### src/rtl/heater_pkg.sv
// heater_pkg
//   Shared types and default sizing for the heater PWM controller.
//   - state_t        : controller state (IDLE, RUN, DONE)
//   - NUM_BANKS_DEF  : default bank-enable word width
//   - PERIOD_W_DEF   : default period/on-time counter width
//   - RUNS_W_DEF     : default run-length / completed-period counter width
package heater_pkg;

    localparam int unsigned NUM_BANKS_DEF = 32;
    localparam int unsigned PERIOD_W_DEF  = 16;
    localparam int unsigned RUNS_W_DEF    = 16;

    typedef enum logic [1:0] {
        IDLE,
        RUN,
        DONE
    } state_t;

endpackage : heater_pkg

### src/rtl/heater_pwm_timer.sv
// heater_pwm_timer
//   Phase counter for one PWM period plus on-window compare.
//   Ports:
//     clk, rst_n  : clock, asynchronous active-low reset
//     clear       : force phase to 0 (outside RUN, or on abort)
//     advance     : step the phase this cycle
//     period      : latched PWM period (non-zero while advancing)
//     on_len      : latched on-time
//     wrap        : phase is at period-1; next step returns to 0
//     on_next     : the phase value after this step lies inside the on-window
module heater_pwm_timer
    import heater_pkg::*;
#(
    parameter int unsigned PERIOD_W = PERIOD_W_DEF
) (
    input  logic                clk,
    input  logic                rst_n,
    input  logic                clear,
    input  logic                advance,
    input  logic [PERIOD_W-1:0] period,
    input  logic [PERIOD_W-1:0] on_len,
    output logic                wrap,
    output logic                on_next
);

    logic [PERIOD_W-1:0] phase;
    logic [PERIOD_W-1:0] phase_next;

    // on_next looks one step ahead so the top can register heater_en
    // and still have it line up with the phase it belongs to.
    always_comb begin
        wrap       = (phase == period - 1'b1);
        phase_next = wrap ? '0 : phase + 1'b1;
        on_next    = (phase_next < on_len);
    end

    always_ff @(posedge clk or negedge rst_n) begin
        if (!rst_n) begin
            phase <= '0;
        end else if (clear) begin
            phase <= '0;
        end else if (advance) begin
            phase <= phase_next;
        end
    end

endmodule : heater_pwm_timer

### src/rtl/heater_pwm_ctrl.sv
// heater_pwm_ctrl
//   PWM duty-cycle controller driving the ring-oscillator heater bank-enable
//   word. A start pulse latches mask/period/on-time/run-length and runs the
//   PWM pattern for cfg_runs periods (0 = until stop).
//   Ports:
//     Clk, Reset_n : clock, asynchronous active-low reset
//     start, stop  : one-cycle control pulses (stop wins when both high)
//     cfg_mask     : banks driven during the on-phase
//     cfg_period   : PWM period in Clk cycles (0 rejected, sets cfg_err)
//     cfg_on       : on-time per period in Clk cycles
//     cfg_runs     : number of periods to run, 0 = unbounded
//     heater_en    : registered bank enables
//     busy         : high while running
//     done         : one-cycle pulse at run end
//     aborted      : run ended by stop; held until next accepted start
//     cfg_err      : sticky zero-period error; cleared by next accepted start
//     period_cnt   : completed periods, saturating
module heater_pwm_ctrl
    import heater_pkg::*;
#(
    parameter int unsigned NUM_BANKS = NUM_BANKS_DEF,
    parameter int unsigned PERIOD_W  = PERIOD_W_DEF,
    parameter int unsigned RUNS_W    = RUNS_W_DEF
) (
    input  logic                 Clk,
    input  logic                 Reset_n,
    input  logic                 start,
    input  logic                 stop,
    input  logic [NUM_BANKS-1:0] cfg_mask,
    input  logic [PERIOD_W-1:0]  cfg_period,
    input  logic [PERIOD_W-1:0]  cfg_on,
    input  logic [RUNS_W-1:0]    cfg_runs,
    output logic [NUM_BANKS-1:0] heater_en,
    output logic                 busy,
    output logic                 done,
    output logic                 aborted,
    output logic                 cfg_err,
    output logic [RUNS_W-1:0]    period_cnt
);

    state_t               state_q;
    logic [NUM_BANKS-1:0] mask_q;
    logic [PERIOD_W-1:0]  period_q;
    logic [PERIOD_W-1:0]  on_q;
    logic [RUNS_W-1:0]    runs_q;

    logic                 wrap;
    logic                 on_next;
    logic                 timer_clear;
    logic                 timer_advance;
    logic [RUNS_W-1:0]    cnt_inc;
    logic                 last_period;

    always_comb begin
        timer_clear   = (state_q != RUN) || stop;
        timer_advance = (state_q == RUN);
        cnt_inc       = (&period_cnt) ? period_cnt : period_cnt + 1'b1;
        last_period   = (runs_q != '0) && (cnt_inc == runs_q);
    end

    heater_pwm_timer #(
        .PERIOD_W (PERIOD_W)
    ) u_timer (
        .clk     (Clk),
        .rst_n   (Reset_n),
        .clear   (timer_clear),
        .advance (timer_advance),
        .period  (period_q),
        .on_len  (on_q),
        .wrap    (wrap),
        .on_next (on_next)
    );

    always_ff @(posedge Clk or negedge Reset_n) begin
        if (!Reset_n) begin
            state_q    <= IDLE;
            mask_q     <= '0;
            period_q   <= '0;
            on_q       <= '0;
            runs_q     <= '0;
            heater_en  <= '0;
            busy       <= 1'b0;
            done       <= 1'b0;
            aborted    <= 1'b0;
            cfg_err    <= 1'b0;
            period_cnt <= '0;
        end else begin
            case (state_q)
                IDLE: begin
                    done <= 1'b0;
                    if (start && !stop) begin
                        if (cfg_period == '0) begin
                            cfg_err <= 1'b1;
                        end else begin
                            mask_q     <= cfg_mask;
                            period_q   <= cfg_period;
                            on_q       <= cfg_on;
                            runs_q     <= cfg_runs;
                            period_cnt <= '0;
                            aborted    <= 1'b0;
                            cfg_err    <= 1'b0;
                            busy       <= 1'b1;
                            // Timer still holds the previous config this
                            // cycle, so phase 0's window is decided from
                            // the raw inputs.
                            heater_en  <= (cfg_on != '0) ? cfg_mask : '0;
                            state_q    <= RUN;
                        end
                    end
                end

                RUN: begin
                    if (stop) begin
                        heater_en <= '0;
                        busy      <= 1'b0;
                        done      <= 1'b1;
                        aborted   <= 1'b1;
                        state_q   <= DONE;
                    end else if (wrap && last_period) begin
                        period_cnt <= cnt_inc;
                        heater_en  <= '0;
                        busy       <= 1'b0;
                        done       <= 1'b1;
                        state_q    <= DONE;
                    end else begin
                        if (wrap) begin
                            period_cnt <= cnt_inc;
                        end
                        heater_en <= on_next ? mask_q : '0;
                    end
                end

                DONE: begin
                    heater_en <= '0;
                    busy      <= 1'b0;
                    done      <= 1'b0;
                    state_q   <= IDLE;
                end

                default: begin
                    heater_en <= '0;
                    busy      <= 1'b0;
                    done      <= 1'b0;
                    state_q   <= IDLE;
                end
            endcase
        end
    end

endmodule : heater_pwm_ctrl
### config.mk
export PLATFORM = sky130hd
export DESIGN_NAME = heater_pwm_ctrl
export DESIGN_NICKNAME = d
export VERILOG_FILES = /design/src/rtl/heater_pkg.sv /design/src/rtl/heater_pwm_timer.sv /design/src/rtl/heater_pwm_ctrl.sv
export SDC_FILE = /design/constraint.sdc
export NUM_CORES = 1
export LEC_CHECK = 0
export CAP_MARGIN = 20
export CORE_MARGIN = 1
export CORE_UTILIZATION = 49
export DETAILED_ROUTE_END_ITERATION = 16
export GPL_TIMING_DRIVEN = 0
export MAX_ROUTING_LAYER = met4
export PLACE_DENSITY = 0.81
export SLEW_MARGIN = 20
export SYNTH_ARGS = -nofsm -noshare
export SYNTH_HDL_FRONTEND = slang
export SYNTH_SLANG_ARGS = --single-unit
### constraint.sdc
create_clock -name Clk -period 4.7 [get_ports Clk]
set_clock_uncertainty 0.15 [all_clocks]
set_input_delay 0.47 -clock Clk [delete_from_list [all_inputs] [get_ports Clk]]
set_output_delay 0.47 -clock Clk [all_outputs]
set_load 0.05 [all_outputs]
Word-level counts from Yosys, hierarchy flattened. Cells that the tools add are included.

Add/subtract/negate cells: 3. $lt $le $gt $ge: 1. Equality and inequality tests: 10. Multiplexer cells: 35. Bitwise gates (word level): 1. Reductions and logical operators: 18.

Operators with widths (number): two-way mux 32 bit (6); two-way mux 16 bit (9); case mux 32 bit (2 select lines) (1); adder 16 x 1 -> 16 bit (second input constant) (2); equality test 16 bit (2); case mux 16 bit (2 select lines) (1); nonzero test 16 bit (2); logical NOT 16 bit (1); < comparator 16 bit (1); AND reduction 16 bit (1); subtractor 16 x 1 -> 16 bit (second input constant) (1); two-way mux 1 bit (11); two-way mux 2 bit (4); != test 2 bit (second input constant) (4); != test 3 x 2 -> 1 bit (second input constant) (2); AND reduction 3 bit (2); AND reduction 5 bit (1); case mux 1 bit (2 select lines) (2); case mux 2 bit (2 select lines) (1); AND reduction 2 bit (2); AND reduction 4 bit (1); nonzero test 2 bit (2); logical AND 1 bit (3); equality test 2 x 1 -> 1 bit (second input constant) (1); other kinds (5) (5).

Register bits: 150. Bits of input ports: 84. Output and inout port bits: 52. Logic and storage cells: 80.

Depth between registers and ports, before layout. Gate-level depths: netlist of the first run.

Depth after elaboration: 8. Mapped depth: 20. Depth with buffers taken out: 18.

Cells and area by module. Synthesis of the first run repeated with hierarchy kept, for this count alone.

Cells, all modules: 810. Area total of the unflattened synthesis: 8227.9 sq um.

Modules (own cells, without submodules): heater_pwm_ctrl (instances 1, cells each 547, area an instance 6149.6 sq um); heater_pwm_timer (instances 1, cells each 263, area an instance 2078.2 sq um).

Worst setup path before layout of the first run. Ideal clock, no wire load.

Path kind: register to register. Start point: reg period_q[3]. End point: reg heater_en[12]. Library setup time: 83 ps. Data arrival time: 4515 ps. Slack: -47 ps. Cell stages (with the launch flop): 18. Path buffers: 2. Period minus slack after synthesis: 4747 ps. Cell sequence: dfrtp_1 or4_4 or4_4 nor4_1 a311o_2 and4_1 clkbuf_1 nor2_1 ha_1 a21o_1 a21o_1 a211oi_1 o21bai_1 a21o_1 a221oi_1 clkbuf_1 nand4_1 o21ai_0.

Word-level cells in the longest chain between the ends: 8. Elaborated cells between the ends (all ways): 9. Those cells by class: add/sub: 1; order compare: 1; eq/ne: 1; mux: 5; reduce/logical: 1.

RTL lines: start: declaration (RTL line heater_pwm_ctrl.sv:43) `logic [PERIOD_W-1:0] period_q;`; start signal: assignment (RTL line heater_pwm_ctrl.sv:96) `period_q <= cfg_period;`; subtractor 16 x 1 -> 16 bit (*) (RTL line heater_pwm_timer.sv:32) `wrap = (phase == period - 1'b1);`; equality test 16 bit (*) (RTL line heater_pwm_timer.sv:32); two-way mux 16 bit (RTL line heater_pwm_timer.sv:33) `phase_next = wrap ? '0 : phase + 1'b1;`; < comparator 16 bit (RTL line heater_pwm_timer.sv:34) `on_next = (phase_next < on_len);`; two-way mux 32 bit (RTL line heater_pwm_ctrl.sv:129) `heater_en <= on_next ? mask_q : '0;`; two-way mux 32 bit (*) (RTL line heater_pwm_ctrl.sv:119) `end else if (wrap && last_period) begin`; two-way mux 32 bit (*) (RTL line heater_pwm_ctrl.sv:113) `if (stop) begin`; case mux 32 bit (2 select lines) (*) (RTL line heater_pwm_ctrl.sv:88) `case (state_q)`; end signal: assignment (RTL line heater_pwm_ctrl.sv:106) `heater_en <= (cfg_on != '0) ? cfg_mask : '0;`; end signal: assignment (RTL line heater_pwm_ctrl.sv:129); end: declaration (RTL line heater_pwm_ctrl.sv:33) `output logic [NUM_BANKS-1:0] heater_en,`.

Mark *: on every way between the ends. The rest lies on a longest branch, timed or not. A chain may end at the register's enable or synchronous reset.

Worst setup path after layout of the first run.
Start point: reg period_q[4]. End point: reg heater_en[11].

Same word-level chain as after synthesis.

==> results.yml, run 1 <==
layout:
  drive_gt1_frac: 0.0775
  nets: 1263
  fill_cells: 1272
  fin_area_sq_um: 10800
  antenna_cells: 0
  final_util: 0.671
  syn_to_final_growth_pct: 32.1
timing:
  fmaxAchievable_mhz: 213
  slew_headroom: 0.489
  fin_crit_sh: 1.00
  drv_slew: 0
  finalWorstSetupSlack_ps: -5.89
  tightestPinTransition_ps: 761
  finalSetupViolCount: 1
  hold_violations: 0
  period_needed_ps: 4710
min_path:
  worstHoldStart: "mask_q[22]"
  hp-class: "register to register"
  min_to: "mask_q[22]"
  hold_path_depth: 2
cts:
  clkLatencyLatePin_ps: 430
  clock_path_buffers: 2
  htreeDepth: 4
  path_clk_slew_ps: 70
  cts_tree: "yes"
  cts_sinks: 149
  cts-root-buf: "clkbuf_16"
  cts-buffers-inserted: 17
critical_path:
  crit_type: "register to register"
  critPathRequiredTime_ps: 4890
  rr_endpoint: "heater_en[11]"
  cp-end-kind: "register"
  critical_path.max_fanout: 8
  critPathLaunchType: "register"
  r2r.worst_path.cells: 16
  crit_path_start: "period_q[4]"
  worstPathArrival_ps: 4890
  reg2reg_from: "period_q[4]"
  r2r_slack_ps: -6
synthesis:
  synth_ff_type: "dfrtp_1"
  async_reset_ff_frac: 1.00
  synth_cell_types: 63
  synth_top_area_frac: 0.457
  synth-edff-count: 0
  synth_fp_nets: 1090
  syn_area_sq_um: 8160
  synth_area_leaders: "dfrtp_1, nand2_1, o21ai_0"
  synthCells: 988
  yosys.area.top_type: "dfrtp_1"
  synth_seq_cells: 149
  synth_area_per_cell_sq_um: 8.26
  yosys_warnings: 0
  yosysSeqAreaShare: 0.457
place:
  place_area_sq_um: 9810
  place.gp.congestion: 0.944
  dp_slack_ps: -1050
  io_buffers: 135
  dp_hpwl_um: 17000
power_and_ir_drop:
  vdd_ir_drop_max_mv: 0.337
  p_per_area_nw_per_um2: 452
  p_leak_nw: 4.78
die:
  die_y_um: 131
  row_count: 46
  die_w_um: 131
  core_sq_um: 16100
  start_util: 0.508
  dieArea_sq_um: 17200
  ios: 136
routing:
  ant_nets: 0
  drtPass1Iterations: 6
  drc: 0
  wl_per_cell_um: 17.7
  vias_per_cell: 5.81
  detail_route.wirelength_um: 24700
  vias: 8069
  initialDrtViolationCount: 875
global_routing:
  grt_usage: 0.301
  grt_pass1_vias: 7604
  grt_pass1_wl_um: 38300
  antenna_found_initial: 0
  grt.overflow.total: 0
  grt_max_degree: 81
run_status:
  violations: "negative setup slack"
  outcome: "finished with violations"
flow_run:
  cap_violations: 0
## cell usage after synthesis, types with 18 or more instances
| cell | count |
|---|---|
| nand4_1 | 48 |
| nand2_1 | 263 |
| nor2_1 | 70 |
| clkbuf_1 | 50 |
| nor3_1 | 35 |
| a21oi_1 | 52 |
| o21ai_0 | 61 |
| xnor2_1 | 33 |
| ha_1 | 18 |
| nand3_1 | 24 |
| inv_1 | 24 |
| dfrtp_1 | 149 |
## routing by layer
layer	wire length, um	global-route usage	up-vias
li1	-	-	3776
met1	10700	0.400	3892
met2	11600	0.466	366
met3	1900	0.0625	35
met4	411	0.0899	0
met5	0	-	-
## kinds of logic after synthesis
kind of cell / after synthesis / share of synthesized area
AND/OR/NAND/NOR: 516 / 0.294
AO/OA/AOI/OAI: 175 / 0.128
flip-flops: 149 / 0.457
buffers and inverters: 81 / 0.0405
XOR/XNOR: 48 / 0.0515
adder cells (fa/ha/maj): 18 / 0.0276
multiplexers: 1 / 0.00123
## cell usage in the layout (no fill, tap or decap), drive strengths merged, types with 33 or more instances in the layout
cell type and count:
a21oi 52, clkbuf 65, clkdlybuf4s50 134, dfrtp 149, nand2 263, nand4 48
nor2 70, nor3 35, o21ai 66, xnor2 33
## sequential cells by signal, indices dropped and copies added, names as in the netlist
register and cells:
period_q 16, runs_q 16, period_cnt 16, done 1
heater_en 32, u_timer.phase 16, mask_q 32, cfg_err 1
on_q 16, aborted 1, state_q 2
## cell type report
cell class,count,area (sq um),area share
repair buffers,155,1590,0.147
clock buffers,20,457,0.0424
multi-input cells,758,4200,0.390
plain buffers,56,300,0.0279
flip-flops and latches,149,3730,0.346
well taps,216,270,0.0251
inverters,24,90.1,0.00836
clock inverters,12,141,0.0131
## critical path, stage by stage, from the launching register on
cell      delay (ps)
dfrtp_1          410
or4_4            590
or4_4            470
nor4bb_1         310
a311o_2          180
and4_4           260
buf_8            130
nor2_1            60
ha_1             320
a21o_1           170
a21o_1           190
a221o_1          360
a221oi_4         270
buf_6            230
buf_8            140
nand4_1           90
o21ai_1          250
## metrics by stage
stage | TNS [ps] | hold slack (ps) | power [mW] | instances
after global placement | -478480 | 306 | 3.36 | 1339
after CTS | 0 | 328 | 4.82 | 1376
after detailed placement | -31840 | 310 | 3.40 | 1340
after floorplan | -1380 | 24.4 | 2.83 | 988
final | -5.89 | 331 | 4.88 | 1390
after global routing | -2100 | 359 | 5.13 | 1390
## power by group
part           leakage [nW]  switching (mW)  total [mW]  internal (mW)
clock                 0.288           0.577        1.40          0.819
combinational          2.65            1.01        1.61          0.601
sequential             1.84           0.268        1.87           1.61
## how the worst max path moves through the flow
stage / end / cells past startpoint
global route: heater_en[11] / 19
detailed placement: heater_en[14] / 17
finish: heater_en[11] / 16
CTS: heater_en[1] / 18
floorplan: heater_en[12] / 17
global placement: period_cnt[4] / 1
## timing repair
| action | CTS | global route |
|---|---|---|
| pin swaps | 4 | 21 |
| hold buffers | 1 | 0 |
| endpoints found under the setup margin | 32 | 32 |
| buffers inserted | 3 | 12 |
| endpoints found under the hold margin | 69 | 0 |
| resized for setup | 32 | 35 |
| gates cloned | 0 | 3 |
No activity file was read; power rests on OpenSTA's default activity.
==> inputs of run 2 (changes only) <==
--- a/config.mk
+++ b/config.mk
@@ -6,7 +6,7 @@
 export NUM_CORES = 1
 export LEC_CHECK = 0
 export CAP_MARGIN = 20
-export CORE_MARGIN = 1
+export CORE_MARGIN = 5
 export CORE_UTILIZATION = 49
 export DETAILED_ROUTE_END_ITERATION = 16
 export GPL_TIMING_DRIVEN = 0
==> results.yml, run 2 (synthesis gave the netlist of run 1 again) <==
run_status:
  outcome: "complete, no violations"
die:
  die_w_um: 139
  row_count: 47
  ios: 136
  die_y_um: 139
  dieArea_sq_um: 19300
  start_util: 0.496
  core_sq_um: 16500
power_and_ir_drop:
  vdd_ir_drop_max_mv: 0.331
  total_power_mw: 4.92
  p_per_area_nw_per_um2: 463
  p_leak_nw: 4.69
routing:
  wl_per_cell_um: 17.7
  ant_nets: 0
  vias_per_cell: 5.75
  drtPass1Iterations: 6
  drc: 0
  detail_route.wirelength_um: 24400
  vias: 7954
  initialDrtViolationCount: 756
critical_path:
  worst-path-buf-inv: 3
  critical-path-top-delay-family: "simple AND/OR/NAND/NOR gates"
  cpMaxStageDelayCell: "or4_4"
  critPathLaunchType: "register"
  r2r_slack_ps: 150
  critPathRequiredTime_ps: 4890
  critical_path.max_fanout: 10
  crit_chain: "or4_4, or4_4, nor4bb_1, a311o_2, and4_4, buf_8, nor2_1, ha_1, a21o_1, a21o_1, a211oi_2, o21bai_1, a21o_1, a221oi_4, buf_6, buf_8, nand4_1, o21ai_0"
  crit_top_cell: "a21o_1"
  crit_type: "register to register"
  slowest_delay_ps: 560
  cp-end-kind: "register"
  worstPathArrival_ps: 4740
global_routing:
  grt_pass1_vias: 7810
  grt_max_degree: 84
  grt_pass1_wl_um: 39400
  grt_usage: 0.256
  antenna_found_initial: 0
  grt.overflow.total: 0
place:
  io_buffers: 135
  place.gp.congestion: 0.960
  dp.cells: 1344
  dp_slack_ps: -935
  dp_hpwl_um: 17500
timing:
  finalSetupViolCount: 0
  finalWorstSetupSlack_ps: 146
  hold_violations: 0
  drv_slew: 0
  grt_setup_unrepaired: "true"
  fin_crit_sh: 0.969
  period_needed_ps: 4550
  tightestPinTransition_ps: 764
  fmaxAchievable_mhz: 220
  holdWs_ps: 326
  slew_headroom: 0.487
flow_run:
  cap_violations: 0
cts:
  cts-root-buf: "clkbuf_16"
  clkLatencyLatePin_ps: 420
  clock_path_buffers: 2
  cts-buffers-inserted: 17
  htreeDepth: 4
  path_clk_slew_ps: 60
  cts_sinks: 149
  cts_tree: "yes"
layout:
  final_util: 0.646
  final_cell_mix: "nand2_1, dfrtp_1, clkdlybuf4s50_1, nor2_1, a21oi_1"
  mostFrequentLayoutCell: "nand2_1"
  final_cell_count_no_fill: 1383
  top_regs: "heater_en (32), mask_q (32)"
  syn_to_final_growth_pct: 30.3
  fill_cells: 1370
  nets: 1252
  drive_gt1_frac: 0.0653
  antenna_cells: 0
min_path:
  hp-class: "register to register"
==> run 2: routing by layer <==
layer | track usage | share of wire | vias up
li1 | - | - | 3765
met1 | 0.337 | 0.43 | 3754
met4 | 0.0798 | 0.023 | 0
met5 | - | 0 | -
met2 | 0.395 | 0.47 | 375
met3 | 0.0607 | 0.075 | 60
==> run 2: final timing paths <==
path | from | to | cells past startpoint
max | period_q[3] | heater_en[19] | 18
min in group asynchronous | Reset_n | heater_en[2] | 2
max in group asynchronous | Reset_n | period_cnt[0] | 3
min reg2reg | mask_q[11] | mask_q[11] | 2
max reg2reg | period_q[3] | heater_en[19] | 18
min | mask_q[11] | mask_q[11] | 2
==> run 2: cell type report <==
type | count | area, sq um | area share
inverter | 24 | 90.1 | 0.00848
timing repair buffer | 144 | 1450 | 0.136
buffer | 56 | 290 | 0.0273
multi-input combinational | 758 | 4170 | 0.392
clock buffer | 20 | 447 | 0.0420
tap | 220 | 275 | 0.0259
clock inverter | 12 | 178 | 0.0167
sequential | 149 | 3730 | 0.351
==> run 2: report_power, final <==
part	internal [mW]	total (mW)	switching, mW
Clock	0.903	1.46	0.560
Sequential	1.61	1.87	0.260
Combinational	0.594	1.59	0.998
==> run 2: tightest hold or removal path, cell delays in order (launching register included) <==
cell	delay, ps
dfrtp_1	340
nand2_1	50
nand2_1	60
==> run 2: stage by stage <==
stage	setup TNS, ps	cell area [sq um]
finish	0	10600
global route	-215	10600
CTS	0	10600
detailed placement	-27310	9820
global placement	-478380	9790
floorplan	-1380	8160
==> run 2: what timing repair did <==
action                                  CTS  global route
gates resized for setup                  33            23
pin swaps                                 2             7
setup buffers                             3             4
endpoints found under the setup margin   32            32
hold buffers                              1             0
endpoints found under the hold margin    82             0
gates cloned                              0             0
